$ cat src/rtl/spi_arb_pkg.sv
`default_nettype none
// ============================================================================
// Module      : spi_arb_pkg
// Description : Shared definitions for the SPI transfer arbiter: FSM state
//               encoding, SPCON bit positions and default timing values.
// Ports       : none (package)
// Revision    : 1.0 - initial release
// ============================================================================
package spi_arb_pkg;

  typedef enum logic [2:0] {
    ST_IDLE  = 3'd0,
    ST_SETUP = 3'd1,
    ST_XFER  = 3'd2,
    ST_HOLD  = 3'd3,
    ST_GAP   = 3'd4
  } state_t;

  // Bit positions inside the per-requester SPI control byte
  localparam int SPCON_CPOL = 2;
  localparam int SPCON_CPHA = 1;

  // Default timing / sizing
  localparam int DEF_NREQ     = 4;
  localparam int DEF_CS_SETUP = 2;
  localparam int DEF_CS_HOLD  = 2;
  localparam int DEF_GAP      = 1;
  localparam int DEF_TIMEOUT  = 4096;

endpackage : spi_arb_pkg
`default_nettype wire

$ cat src/rtl/spi_rr_pick.sv
`default_nettype none
// ============================================================================
// Module      : spi_rr_pick
// Description : Combinational round-robin priority picker. Scans req starting
//               at index ptr, wrapping modulo NREQ; the first set bit wins.
// Ports       : req   - request vector
//               ptr   - index with highest priority this cycle
//               win   - onehot winner (zero when nothing requested)
//               idx   - binary index of the winner
//               valid - at least one request present
// Revision    : 1.0 - initial release
// ============================================================================
module spi_rr_pick #(
  parameter  int NREQ = 4,
  localparam int IW   = (NREQ > 1) ? $clog2(NREQ) : 1
) (
  input  logic [NREQ-1:0] req,
  input  logic [IW-1:0]   ptr,
  output logic [NREQ-1:0] win,
  output logic [IW-1:0]   idx,
  output logic            valid
);

  int          pos;
  logic [IW-1:0] w_pos;

  // Walk from the farthest offset down to offset 0 so that the closest
  // requester to ptr is written last and therefore wins.
  always_comb begin
    win   = '0;
    idx   = '0;
    valid = 1'b0;
    pos   = 0;
    w_pos = '0;
    for (int k = NREQ - 1; k >= 0; k--) begin
      pos   = (int'(ptr) + k) % NREQ;
      w_pos = IW'(pos);
      if (req[w_pos]) begin
        valid = 1'b1;
        idx   = w_pos;
      end
    end
    if (valid) win[idx] = 1'b1;
  end

endmodule : spi_rr_pick
`default_nettype wire

$ cat src/rtl/spi_xfer_arbiter.sv
`default_nettype none
// ============================================================================
// Module      : spi_xfer_arbiter
// Description : Shares one SPI master engine among NREQ requesters. Grants
//               round-robin, latches the winner's operands, frames the
//               transfer with chip-select setup/hold/gap timing, guards the
//               engine with a watchdog and returns rx data with done/err.
// Ports       : clk, rst                   - clock, sync active-high reset
//               req/req_tx/req_spcon/req_spibr - requester side
//               gnt/done/err/rx_data        - per-requester results
//               ssn_o                       - active-low slave selects
//               m_start/m_data/m_spcon/m_spibr/m_done/m_rx_data - engine side
// Revision    : 1.0 - initial release
// ============================================================================
module spi_xfer_arbiter
  import spi_arb_pkg::*;
#(
  parameter int NREQ     = DEF_NREQ,
  parameter int CS_SETUP = DEF_CS_SETUP,
  parameter int CS_HOLD  = DEF_CS_HOLD,
  parameter int GAP      = DEF_GAP,
  parameter int TIMEOUT  = DEF_TIMEOUT
) (
  input  logic              clk,
  input  logic              rst,
  input  logic [NREQ-1:0]   req,
  input  logic [8*NREQ-1:0] req_tx,
  input  logic [8*NREQ-1:0] req_spcon,
  input  logic [8*NREQ-1:0] req_spibr,
  output logic [NREQ-1:0]   gnt,
  output logic [NREQ-1:0]   done,
  output logic [NREQ-1:0]   err,
  output logic [7:0]        rx_data,
  output logic [NREQ-1:0]   ssn_o,
  output logic              m_start,
  output logic [7:0]        m_data,
  output logic [7:0]        m_spcon,
  output logic [7:0]        m_spibr,
  input  logic              m_done,
  input  logic [7:0]        m_rx_data
);

  localparam int IW = (NREQ > 1) ? $clog2(NREQ) : 1;
  // One shared counter serves every timed state; size it for the longest.
  localparam int CW = $clog2(TIMEOUT + CS_SETUP + CS_HOLD + GAP + 2);

  localparam logic [CW-1:0] c_setup_last = CW'(CS_SETUP - 1);
  localparam logic [CW-1:0] c_to_last    = CW'(TIMEOUT - 1);
  localparam logic [CW-1:0] c_hold_rel   = CW'(CS_HOLD - 1);
  localparam logic [CW-1:0] c_hold_end   = CW'(CS_HOLD);
  localparam logic [CW-1:0] c_gap_last   = CW'((GAP > 0) ? (GAP - 1) : 0);

  state_t          r_state, w_state_next;
  logic [CW-1:0]   r_cnt;
  logic [IW-1:0]   r_ptr;
  logic [NREQ-1:0] r_sel;
  logic            r_abort;

  logic [NREQ-1:0] w_win;
  logic [IW-1:0]   w_idx;
  logic            w_valid;
  logic [IW-1:0]   w_ptr_next;
  logic            w_grant;
  logic            w_timeout;
  logic            w_hold_rel;

  spi_rr_pick #(.NREQ(NREQ)) u_pick (
    .req   (req),
    .ptr   (r_ptr),
    .win   (w_win),
    .idx   (w_idx),
    .valid (w_valid)
  );

  assign w_ptr_next = (w_idx == IW'(NREQ - 1)) ? '0 : (w_idx + IW'(1));

  always_ff @(posedge clk) begin
    if (rst) r_state <= ST_IDLE;
    else     r_state <= w_state_next;
  end

  always_comb begin
    w_state_next = r_state;
    gnt          = '0;
    m_start      = 1'b0;
    w_grant      = 1'b0;
    w_timeout    = 1'b0;
    w_hold_rel   = 1'b0;
    case (r_state)
      ST_IDLE: begin
        if (w_valid) begin
          w_grant      = 1'b1;
          gnt          = w_win;
          w_state_next = ST_SETUP;
        end
      end
      ST_SETUP: begin
        if (r_cnt == c_setup_last) begin
          m_start      = 1'b1;
          w_state_next = ST_XFER;
        end
      end
      ST_XFER: begin
        if (m_done) begin
          w_state_next = ST_HOLD;
        end else if (r_cnt == c_to_last) begin
          w_timeout    = 1'b1;
          w_state_next = ST_HOLD;
        end
      end
      ST_HOLD: begin
        // ssn/done are registered on the last hold count so both become
        // visible together in the extra HOLD cycle that follows.
        if (r_cnt == c_hold_rel) w_hold_rel = 1'b1;
        if (r_cnt == c_hold_end) w_state_next = (GAP > 0) ? ST_GAP : ST_IDLE;
      end
      ST_GAP: begin
        if (r_cnt == c_gap_last) w_state_next = ST_IDLE;
      end
      default: w_state_next = ST_IDLE;
    endcase
    // Combinational strobes must stay quiet while reset is being sampled.
    if (rst) begin
      gnt     = '0;
      m_start = 1'b0;
      w_grant = 1'b0;
    end
  end

  always_ff @(posedge clk) begin
    if (rst) begin
      r_cnt   <= '0;
      r_ptr   <= '0;
      r_sel   <= '0;
      r_abort <= 1'b0;
      done    <= '0;
      err     <= '0;
      rx_data <= '0;
      ssn_o   <= '1;
      m_data  <= '0;
      m_spcon <= '0;
      m_spibr <= '0;
    end else begin
      done <= '0;
      err  <= '0;

      if (r_state == ST_IDLE || w_state_next != r_state) r_cnt <= '0;
      else                                               r_cnt <= r_cnt + CW'(1);

      if (w_grant) begin
        m_data  <= req_tx   [{w_idx, 3'b000} +: 8];
        m_spcon <= req_spcon[{w_idx, 3'b000} +: 8];
        m_spibr <= req_spibr[{w_idx, 3'b000} +: 8];
        r_sel   <= w_win;
        r_ptr   <= w_ptr_next;
        ssn_o   <= ~w_win;
        r_abort <= 1'b0;
      end

      if (r_state == ST_XFER && m_done) rx_data <= m_rx_data;

      if (w_timeout) begin
        err     <= r_sel;
        r_abort <= 1'b1;
      end

      if (w_hold_rel) begin
        ssn_o <= '1;
        done  <= r_abort ? '0 : r_sel;
      end
    end
  end

endmodule : spi_xfer_arbiter
`default_nettype wire

$ cat config.mk
export PLATFORM = sky130hd
export DESIGN_NAME = spi_xfer_arbiter
export DESIGN_NICKNAME = d
export VERILOG_FILES = /design/src/rtl/spi_arb_pkg.sv /design/src/rtl/spi_rr_pick.sv /design/src/rtl/spi_xfer_arbiter.sv
export SDC_FILE = /design/constraint.sdc
export NUM_CORES = 1
export LEC_CHECK = 0
export ABC_AREA = 1
export BUFFER_PORTS_ARGS = -buffer_cell sky130_fd_sc_hd__buf_2
export CORE_ASPECT_RATIO = 1.1
export CORE_MARGIN = 2
export CORE_UTILIZATION = 44
export DETAILED_ROUTE_END_ITERATION = 10
export GPL_TIMING_DRIVEN = 0
export PLACE_DENSITY_LB_ADDON = 0.25
export SLEW_MARGIN = 20
export SYNTH_ARGS = -nofsm -noshare
export SYNTH_HDL_FRONTEND = slang
export SYNTH_SLANG_ARGS = --single-unit
$ cat constraint.sdc
create_clock -name clk -period 2 [get_ports clk]
set_clock_uncertainty 0.2 [all_clocks]
set_input_delay 0.1 -clock clk [delete_from_list [all_inputs] [get_ports clk]]
set_output_delay 0.1 -clock clk [all_outputs]
set_load 0.005 [all_outputs]
---- Word-level counts from Yosys, hierarchy flattened ----
Cells that the tools add are included.
Widths: inputs -> output; s select.
cells by class
  add/sub/neg operators ................... 5
  $lt $le $gt $ge ......................... 6
  equal/unequal tests ..................... 9
  shifts and indexed selects .............. 3
  mux-type cells .......................... 42
  bitwise gates (word level) .............. 3
  reduce and logical (&&, ||, !) cells .... 10
operators with widths
  kind                   count
  $shiftx 32x6->8        3
  $mux 1                 21
  $mux 3                 6
  $mux 4                 4
  $lt 2x3->1 const B     5
  $pmux 3 s5             1
  $add 13x1->13 const B  1
  $eq 13x1->1 const B    1
  $eq 13x12->1 const B   1
  $eq 13x2->1 const B    1
  $logic_not 13->1       1
  $mux 2                 5
  $bmux 1 s2             4
  $eq 3x2->1 const B     2
  $reduce_or 2->1        3
  $add 2x1->2 const B    2
  $add 2x2->2 const B    2
  $not 4->4              1
  $eq 3x1->1 const B     1
  $eq 3x3->1 const B     1
  $logic_not 3->1        1
  $ne 3x3->1             1
  $reduce_or 3->1        1
  $demux 1 s2            1
  6 further kinds        8
storage, ports and cells
  bits in registers ....................... 67
  output and inout port bits .............. 49

---- Longest topological paths before layout ----
  depth in word-level cells ............... 15
  mapped depth ............................ 18

---- Modules after synthesis ----
Synthesis repeated with hierarchy kept, for this count alone.
second synthesis, totals
  cells, all modules ...................... 522
  area total of the unflattened synthesis .. 3651.0 um^2
by module, submodules not included
  module            times used  cells an instance  area an instance (um^2)  sequential area each (um^2)
  spi_xfer_arbiter  1           470                3375.7                   1341.3
  spi_rr_pick       1           52                 275.3                    0.0

---- Worst setup path before layout ----
OpenSTA, ideal clock, no wires.
  path kind ............................... register -> register
  start point ............................. register r_ptr[0]
  end point ............................... register ssn_o[0]
  library setup time ...................... 0.119 ns
  arrival ................................. 1.736 ns
  required time ........................... 1.681 ns
  setup slack ............................. -0.054 ns
  stages on the path, launching flop included .. 19
  path buffers ............................ 2
  path through ............................ dfxtp_1 buf_6 inv_4 nand2_2 nand2_2 nand2_1 nand2_1 inv_2 o21ai_2 nand2_4 nand2_4 buf_4 inv_2 ha_1 inv_1 nor2_1 inv_1 o21ai_0 nand2_1
on the way
  word-level cells in the longest chain between the ends .. 13
  elaborated cells between the ends (all ways) .. 29
  classes of those cells .................. 3 x add/sub; 2 x order compare; 22 x mux; 1 x bitwise; 1 x reduce/logical
RTL lines
  item                                                            line                     source
  from (decl)                                                     spi_xfer_arbiter.sv:55   logic [IW-1:0] r_ptr;
  from (signal assigned)                                          spi_xfer_arbiter.sv:155  r_ptr <= w_ptr_next;
  $add 2x2->2                                                     spi_rr_pick.sv:36        pos = (int'(ptr) + k) % NREQ;
  $bmux 1 s2                                                      spi_rr_pick.sv:38        if (req[w_pos]) begin
  $mux 1 (implied by the code)                                    spi_rr_pick.sv:38
  $mux 2 (4 in series)                                            spi_rr_pick.sv:38
  $lt 2x3->1 (implied by the code) or $ge 2x1->1 (tied branches)  spi_rr_pick.sv:43        if (valid) win[idx] = 1'b1;
  $logic_and 1x1->1 (implied by the code)                         spi_rr_pick.sv:43
  $mux 1 (implied by the code)                                    spi_rr_pick.sv:43
  $demux 1 s2                                                     -
  $mux 4                                                          spi_rr_pick.sv:43
  $not 4->4                                                       spi_xfer_arbiter.sv:156  ssn_o <= ~w_win;
  to (signal assigned)                                            spi_xfer_arbiter.sv:156
  to (decl)                                                       spi_xfer_arbiter.sv:34   output logic [NREQ-1:0] ssn_o,
Several ways; a longest one is shown, not always the timed one. The select of a mux whose other input is x is not followed.
A chain may end at the register's enable or synchronous reset.

---- Worst setup path in the final report ----
  start point ............................. register r_ptr[0]
  end point ............................... output port gnt[1]
on the way
  word-level cells in the longest chain between the ends .. 15
  elaborated cells between the ends (all ways) .. 28
  classes of those cells .................. 3 x add/sub; 2 x order compare; 22 x mux; 1 x reduce/logical
RTL lines
  item                                                            line                     source
  $add 2x2->2                                                     spi_rr_pick.sv:36
  $bmux 1 s2                                                      spi_rr_pick.sv:38
  $mux 1 (implied by the code)                                    spi_rr_pick.sv:38
  $mux 2 (4 in series)                                            spi_rr_pick.sv:38
  $lt 2x3->1 (implied by the code) or $ge 2x1->1 (tied branches)  spi_rr_pick.sv:43
  $logic_and 1x1->1 (implied by the code)                         spi_rr_pick.sv:43
  $mux 1 (implied by the code)                                    spi_rr_pick.sv:43
  $demux 1 s2                                                     -
  $mux 4                                                          spi_rr_pick.sv:43
  $mux 4 *                                                        spi_xfer_arbiter.sv:91   if (w_valid) begin
  $mux 4 *                                                        spi_xfer_arbiter.sv:89   case (r_state)
  $mux 4 *                                                        spi_xfer_arbiter.sv:123  if (rst) begin
  to (decl)                                                       spi_xfer_arbiter.sv:30   output logic [NREQ-1:0] gnt,
Every way passes the cells marked *; elsewhere a longest branch is shown, timed or not. The select of a mux whose other input is x is not followed.

==> flow_summary.ini <==
[setup_path]
worstPathRequired_ps = 1700
crit_arrival_ps = 2140
crit_family = simple AND/OR/NAND/NOR gates
r2r_slack_ps = -320
r2r_cells = 16
path_buf_inv = 6
crit_fanout = 8
r2r-start = r_ptr[0]
critPathKind = reg2out
slowest_delay_ps = 330
crit_start = r_ptr[0]
slowest_stage = dfxtp_2
setup.worst_path.end_class = primary output
reg2reg_to = m_data[2]
endpoint = gnt[1]
start_kind = flip-flop
crit_top_cell = nand2_4
cp_num_cells = 15
crit_chain = buf_8 -> inv_8 -> nand2_4 -> nand2_4 -> nand2_4 -> nand2_4 -> inv_2 -> nand2_2 -> nand3_4 -> nand2_4 -> buf_8 -> ha_2 -> inv_1 -> nor2_2 -> buf_2

[pwr]
power_density_nw_per_um2 = 1175
cellLeakagePower_nw = 3.466
irDropWorstVdd_uv = 877.0

[yosys]
synth_most_common_cell = nand2_1
synth-seq-area-share = 0.3439
yosysUniqueCellTypes = 33
synth_cells = 554
netlist_area_sq_um = 3900
synth.avg_cell_area_sq_um = 7.040
synth_top_flop_cell = dfxtp_1
yosysTopAreaCell = dfxtp_1
ys_ff_latch = 67
synth_commonest_cells = nand2_1, nand3_1, dfxtp_1
synth_top_area_share = 0.3439
synth_area_leaders = dfxtp_1, nand3_1, nand2_1
yosys_warnings = 0
synth-edff-count = 0
async_reset_ff_frac = 0
synthesis.nets = 673

[sta]
fmax_mhz = 409.6
slew_headroom = 0.7542
finalSetupViolCount = 54
rsz0062_at_grt = yes
worst_slew_pin_slew_ps = 368.3
finalHoldViolations = 0
fin_ws_ps = -441.4
post-route-period-util = 1.221
final_max_slew_viol_count = 0
post-route-min-period_ps = 2441

[status]
status = complete, but fails checks
failed_checks = negative setup slack

[placement]
pre_cts_ws_ps = -286.3
postPlaceCellArea_sq_um = 4860
hpwl_microns = 8543
io_buffers = 159
dp.cells = 827
gp_congestion = 0.8435

[routing]
drt-wirelength-per-cell_microns = 20.38
wirelength_microns = 20490
drc = 0
ant_nets = 0
dr.pass1.iters = 8
wl_met2_microns = 9464
wl_met1_microns = 6560
top_layer_used = met5
viasPerCell = 5.883
num_vias = 5912
drtIter0Drc = 595
wl_met3_microns = 2630

[layout]
fin_area_sq_um = 7163
area_delta_synth_final_pct = 83.67
fillers = 438
final_nets = 1003
final_cells = 1005
drive_above_1_share = 0.4544
utilization = 0.8197

[clock_network]
htree_levels = 3
numCtsBuffers = 9
cts_root_buf = clkbuf_8
clock_latency_ps = 370
tritoncts = done
cts_buffer_depth = 2
cts_sinks = 67
clkTransAtPathRegs_ps = 90

[grt]
antenna_found_initial = 2
grt_start_max_net_pins = 15
track_usage = 0.3706
gr-total-overflow = 0
grt_pass1_vias = 5724
grt_pass1_wl_microns = 27800

[flow_run]
drv_cap = 0

[die]
start_util = 0.4463
core-area_sq_um = 8738
die_width_microns = 93.77
die_area_sq_um = 9633
pin_count = 160
row_count = 36
die_h_microns = 102.7

[min_path]
holdCritPathClass = reg2reg
layout make-up:
class | instances | area, sq um | area share
timing repair buffer | 319 | 2372 | 0.3312
multi-input combinational | 417 | 2600 | 0.3630
clock buffer | 9 | 123.9 | 0.01729
tap | 114 | 142.6 | 0.01991
antenna | 2 | 5.005 | 0.0006987
inverter | 43 | 181.4 | 0.02533
clock inverter | 7 | 80.08 | 0.01118
sequential | 67 | 1354 | 0.1890
buffer | 27 | 304.0 | 0.04245
sequential cells by signal, indices dropped and copies added (netlist names):
name / cells
err: 4
rx_data: 8
m_spcon: 8
r_abort: 1
ssn_o: 4
r_cnt: 13
r_state: 3
done: 4
m_data: 8
r_ptr: 2
r_sel: 4
m_spibr: 8
metal layers:
layer  vias to the layer above  global-route usage
li1                       2458                   -
met4                         2              0.2386
met5                         -                   0
met1                      2630              0.3901
met2                       590              0.6198
met3                       232              0.1462
worst min-delay path: cells and delay by family, from the launching register on:
kind	cells	cell delay (ps)
flip-flops	1	310
AND/OR/NAND/NOR	2	110
power breakdown:
part	switching, mW	total [mW]	internal (mW)
combinational	3.06	5.30	2.24
clock	0.658	1.25	0.594
sequential	0.230	1.87	1.64
how the worst min path moves through the flow:
stage | startpoint | endpoint | slack (ps) | cells after the start
after detailed placement | m_rx_data[2] | rx_data[2] | 130 | 3
final | m_spibr[5] | m_spibr[5] | 260 | 2
after global placement | m_rx_data[7] | rx_data[7] | 120 | 3
after CTS | m_spibr[7] | m_spibr[7] | 250 | 2
after global routing | m_spcon[7] | m_spcon[7] | 280 | 2
after floorplan | rst | r_ptr[0] | -30 | 1
placed cells by master, fill, tap and decap left out, types with 12 or more instances in the layout:
master,Yosys,routed
nand2_1,141,115
inv_2,6,14
buf_4,6,51
dfxtp_1,67,63
nor2_4,0,12
nand2_2,17,25
nor2_2,18,19
buf_2,12,163
dlygate4sd3_1,0,106
inv_1,36,25
nand3_2,22,32
nor2_1,46,33
nand3_1,109,97
nand2_4,2,20
cell families (layout without fill, tap and decap cells):
logic type,Yosys count,count (layout),share of synthesized area
AND/OR/NAND/NOR,368,368,0.4658
buffers and inverters,70,405,0.09849
flip-flops,67,67,0.3439
AO/OA/AOI/OAI,30,30,0.04139
XOR/XNOR,11,11,0.02471
adder cells (fa/ha/maj),8,8,0.02567
other,0,2,0
timing repair:
item,in CTS,in global routing
pin swaps,35,20
resized for setup,91,70
endpoints found under the hold margin,41,0
setup buffers,40,13
hold buffers,106,0
gates cloned,3,1
endpoints found under the setup margin,52,59
per-stage QoR:
step                TNS [ps]  total power [mW]  hold slack [ps]
floorplan                  0             4.103           -30.93
global placement       -5845             4.996            121.9
detailed placement     -7662             5.045            128.5
CTS                    -2775             7.251            253.4
global route          -13120             8.744            278.0
finish                 -8997             8.418            255.7
(Power assumes the default switching activity.)
